$ cat src/rtl/product_accumulator_pkg.sv
// Shared types and default sizing for the product accumulator slice.
package product_accumulator_pkg;

    localparam int unsigned DEF_ACC_W = 12;
    localparam int unsigned DEF_BEATS = 4;
    localparam int unsigned P_W       = 8;

    typedef enum logic [1:0] {
        IDLE = 2'd0,
        ACC  = 2'd1,
        HOLD = 2'd2
    } state_t;

    // Counter must hold the value BEATS itself once a frame completes.
    function automatic int unsigned cnt_width(input int unsigned beats);
        return (beats < 2) ? 1 : $clog2(beats + 1);
    endfunction

endpackage

$ cat src/rtl/product_accumulator_beat_counter.sv
// Per-frame beat counter with load, increment, clear and terminal flag.
module beat_counter
    import product_accumulator_pkg::*;
#(
    parameter int unsigned BEATS = DEF_BEATS
) (
    input  logic clk,
    input  logic rst_n,
    input  logic clr,
    input  logic load,
    input  logic inc,
    output logic last_c
);

    localparam int unsigned CNT_W = cnt_width(BEATS);

    logic [CNT_W-1:0] cnt;

    always_ff @(posedge clk or negedge rst_n) begin
        if (!rst_n) begin
            cnt <= '0;
        end else if (clr) begin
            cnt <= '0;
        end else if (load) begin
            cnt <= CNT_W'(1);
        end else if (inc) begin
            cnt <= cnt + CNT_W'(1);
        end
    end

    // True while the beat about to be accepted is the last of the frame.
    assign last_c = (cnt == CNT_W'(BEATS - 1));

endmodule

$ cat src/rtl/product_accumulator.sv
// Frames BEATS unsigned products into one sum with overflow flag and a
// ready/valid result stage. Define SATURATE_EN to clamp instead of wrap.
module product_accumulator
    import product_accumulator_pkg::*;
#(
    parameter int unsigned ACC_W = DEF_ACC_W,
    parameter int unsigned BEATS = DEF_BEATS
) (
    input  logic             clk,
    input  logic             rst_n,
    input  logic             in_valid,
    output logic             in_ready,
    input  logic [P_W-1:0]   in_p,
    input  logic             clear,
    output logic             out_valid,
    input  logic             out_ready,
    output logic [ACC_W-1:0] out_sum,
    output logic             out_ovf
);

    localparam int unsigned SUM_W = ACC_W + 1;

    state_t           state;
    state_t           state_n;
    logic [ACC_W-1:0] acc;
    logic [ACC_W-1:0] acc_n;
    logic             ovf;
    logic             ovf_n;
    logic [SUM_W-1:0] sum_c;
    logic [ACC_W-1:0] add_c;
    logic             cnt_clr;
    logic             cnt_load;
    logic             cnt_inc;
    logic             last_c;

    beat_counter #(
        .BEATS (BEATS)
    ) u_beat_counter (
        .clk    (clk),
        .rst_n  (rst_n),
        .clr    (cnt_clr),
        .load   (cnt_load),
        .inc    (cnt_inc),
        .last_c (last_c)
    );

    assign sum_c = {1'b0, acc} + SUM_W'(in_p);

`ifdef SATURATE_EN
    // Once clamped at all-ones any nonzero product carries again, so it stays clamped.
    assign add_c = sum_c[ACC_W] ? {ACC_W{1'b1}} : sum_c[ACC_W-1:0];
`else
    assign add_c = sum_c[ACC_W-1:0];
`endif

    assign in_ready  = (state != HOLD) || out_ready;
    assign out_valid = (state == HOLD);
    assign out_sum   = acc;
    assign out_ovf   = ovf;

    always_ff @(posedge clk or negedge rst_n) begin
        if (!rst_n) begin
            state <= IDLE;
            acc   <= '0;
            ovf   <= 1'b0;
        end else begin
            state <= state_n;
            acc   <= acc_n;
            ovf   <= ovf_n;
        end
    end

    // Next-state, datapath and counter controls; clear overrides everything.
    always_comb begin
        state_n  = state;
        acc_n    = acc;
        ovf_n    = ovf;
        cnt_clr  = 1'b0;
        cnt_load = 1'b0;
        cnt_inc  = 1'b0;

        if (clear) begin
            state_n = IDLE;
            acc_n   = '0;
            ovf_n   = 1'b0;
            cnt_clr = 1'b1;
        end else begin
            unique case (state)
                IDLE: begin
                    if (in_valid) begin
                        acc_n    = ACC_W'(in_p);
                        ovf_n    = 1'b0;
                        cnt_load = 1'b1;
                        state_n  = (BEATS == 1) ? HOLD : ACC;
                    end
                end
                ACC: begin
                    if (in_valid) begin
                        acc_n   = add_c;
                        ovf_n   = ovf | sum_c[ACC_W];
                        cnt_inc = 1'b1;
                        if (last_c) begin
                            state_n = HOLD;
                        end
                    end
                end
                HOLD: begin
                    if (out_ready) begin
                        if (in_valid) begin
                            acc_n    = ACC_W'(in_p);
                            ovf_n    = 1'b0;
                            cnt_load = 1'b1;
                            state_n  = (BEATS == 1) ? HOLD : ACC;
                        end else begin
                            state_n = IDLE;
                        end
                    end
                end
                default: begin
                    state_n = IDLE;
                end
            endcase
        end
    end

endmodule

$ cat config.mk
export PLATFORM = sky130hd
export DESIGN_NAME = product_accumulator
export DESIGN_NICKNAME = d
export VERILOG_FILES = /design/src/rtl/product_accumulator_pkg.sv /design/src/rtl/product_accumulator_beat_counter.sv /design/src/rtl/product_accumulator.sv
export SDC_FILE = /design/constraint.sdc
export NUM_CORES = 1
export LEC_CHECK = 0
export ABC_AREA = 0
export BUFFER_PORTS_ARGS = -buffer_cell sky130_fd_sc_hd__buf_2
export CAP_MARGIN = 10
export CORE_MARGIN = 2
export CORE_UTILIZATION = 58
export CTS_CLUSTER_SIZE = 24
export DETAILED_ROUTE_END_ITERATION = 8
export HOLD_SLACK_MARGIN = 0.12
export PLACE_DENSITY = 0.9
export SETUP_SLACK_MARGIN = 0.5
export SLEW_MARGIN = 40
export SYNTH_ARGS = -nofsm -noshare
export SYNTH_HDL_FRONTEND = slang
export SYNTH_HIERARCHICAL = 1
export SYNTH_SLANG_ARGS = --single-unit
$ cat constraint.sdc
create_clock -name clk -period 3.4 [get_ports clk]
set_clock_uncertainty 0.15 [all_clocks]
set_input_delay 1.02 -clock clk [delete_from_list [all_inputs] [get_ports clk]]
set_output_delay 1.02 -clock clk [all_outputs]
set_load 0.05 [all_outputs]
==> reports/results.ini <==
[global_routing]
antenna_found_initial=0
grtUsageTotal_pct=27.27
grt_overflow=0
grt_max_degree=19
grt_pass1_vias=1165
grt_pass1_wl_mm=5.257

[logic_synthesis]
synth_warnings=6
avgSynthCellArea_um2=9.317
synth_cells=141
synth-edff-count=0
syn_nets=165
async_flop_share_pct=100.0
synth.distinct_cells=46
netlist_top_cells_area=dfrtp_1 34%, ha_1 9.5%, a21oi_1 4.6%, o21ai_0 3.4%, xnor2_1 3.3%
synth_top_area_cell=dfrtp_1
yosysTopAreaCellShare_pct=34.29
synth_flop_cell=dfrtp_1
ys_seq_area_share_pct=34.29
ys_ff_latch=18
post_synth_instance_area_mm2=0.001314

[floorplan]
start_util_pct=60.55
die_area_mm2=0.002662
die_w_um=51.60
core-area_mm2=0.002170
die_height_um=51.60
io_pins=28
rows=17

[routing]
vias_per_cell=6.020
route.detailed.drc=0
routed_wl_mm=3.170
drt-initial-drc-count=54
antenna_left=0
num_vias=1192
first_pass_iters=4
wl_per_cell_um=16.01

[worst_setup_path]
reg2reg_to=out_sum[8]
path_max_fanout=3
crit_path_end_kind=output pin
start_kind=input pin
slowest_stage=or3_1
path_common_cell=buf_2
rr_worst_depth=8
regToRegSetupSlack_ps=980
critical_path_class=in -> out
path_buf_inv=2
crit_chain=buf_2 > or3_1 > buf_2
crit_family=buffers and inverters
crit_cells=3
crit_path_start=out_ready
max_stage_delay_ps=330
required_ps=2230
arrival_ps=1680
cp-endpoint=in_ready
reg2reg_from=out_sum[0]

[cts]
clk_latency_ps=310
clk_path_buf_depth=2
post_cts_buffers=0
numCtsBuffers=3
clock-sinks=18
path_clk_slew_ps=100
ctsHoldBuffers=0
cts_tree=done
cts-root-buf=clkbuf_4
cts_max_level=1
cts-resized-gates=0

[final_layout]
drive_gt1_share_pct=27.65
nNetsFinal=195
diodes=0
area_growth_pct=16.29

[sta]
setup_tns_ps=0
drv_slew=0
period_needed_ps=2854
finalHoldViolCount=0
slew_headroom_pct=67.01
tightest_slew_ps=488.2
setup_viol=0
timing.final.crit_share_pct=83.94
grt_setup_unrepaired=no
fmax_mhz=350.4

[power]
finalPower_uw=606.8
p_per_area_mw_per_mm2=397.2
vdd_drop_max_uv=355.7
power_leakage_nw=0.7305

[placement]
dpl.hpwl_mm=2.321
io_buffers=27
gp_congestion=0.9503

[hold_path]
hp-start=out_ovf
hold_path.class=reg -> reg

[run_status]
status=completed

[flow_run]
maxCapViolations=0

## registers in the layout, summed over array words and instances (netlist names)
name	flops
state	2
out_sum	12
u_beat_counter/cnt	3
out_ovf	1
## metal layers
layer	vias to the layer above	global-route usage, %	routed length [um]
li1	577	-	-
met5	-	0	0
met4	0	17.11	69
met1	555	31.73	1311
met3	7	4.598	175
met2	53	46.37	1614
## power by group
| group | switching, mW | leakage [nW] | internal, mW |
|---|---|---|---|
| registers | 0.0156 | 0.241 | 0.229 |
| logic | 0.144 | 0.469 | 0.0804 |
| clock network | 0.0722 | 0.0210 | 0.0655 |
## cells in the final DEF, fill, tap and decap left out, drive strengths merged, types with 5 or more instances in the layout
cell,count
ha,10
a21oi,13
nor2,11
xnor2,5
dfrtp,18
inv,9
nand2b,5
buf,28
o21ai,11
nand2,9
## Yosys cell counts, drive strengths merged (2+ instances only)
| cell | number |
|---|---|
| o21bai | 2 |
| or3 | 2 |
| mux2i | 2 |
| a21oi | 13 |
| o31ai | 4 |
| nor3 | 4 |
| dfrtp | 18 |
| o21ai | 11 |
| a21o | 3 |
| nand2 | 9 |
| xor2 | 4 |
| o2111ai | 2 |
| xnor2 | 5 |
| buf | 2 |
| ha | 10 |
| inv | 9 |
| and2b | 2 |
| nand2b | 5 |
| a211oi | 2 |
| nor2 | 11 |
| nor4bb | 3 |
| o211ai | 2 |
## logic make-up after synthesis
| kind of cell | share of synthesized area [%] |
|---|---|
| AO/OA/AOI/OAI | 24.86 |
| AND/OR/NAND/NOR | 17.62 |
| flip-flops | 34.29 |
| buffers and inverters | 3.809 |
| adder cells (fa/ha/maj) | 11.05 |
| XOR/XNOR | 6.000 |
| multiplexers | 2.381 |
## worst min-delay path: cells and delay by family (launching register included)
kind	cells	cell delay [ps]
AOI/OAI and AO/OA	1	40
DFF	1	350
and+or+nand+nor	1	80
## layout make-up
type / instances / area (um2)
multi-input combinational: 111 / 829.5
timing repair buffer: 28 / 142.6
inverter: 9 / 33.78
sequential: 18 / 450.4
tap: 28 / 35.03
fill: 174 / 641.9
clock buffer: 4 / 36.28
## worst min-delay path by stage
| stage | end | cells past startpoint |
|---|---|---|
| after floorplan | u_beat_counter/cnt[2] | 2 |
| after global placement | out_ovf | 2 |
| after detailed placement | out_sum[2] | 2 |
| after CTS | out_ovf | 2 |
| after global routing | out_ovf | 2 |
| final | out_ovf | 2 |
## per-stage QoR
step	worst slack (ps)	cells	hold slack, ps	util, %	area [um2]
finish	546.0	198	362.3	70.42	1528
global route	528.3	198	381.9	70.42	1528
CTS	547.2	198	372.6	70.42	1528
detailed placement	280.9	194	346.7	68.74	1491
global placement	352.2	194	332.0	68.74	1491
floorplan	534.7	141	377.2	-	1330
(Power assumes the default switching activity.)
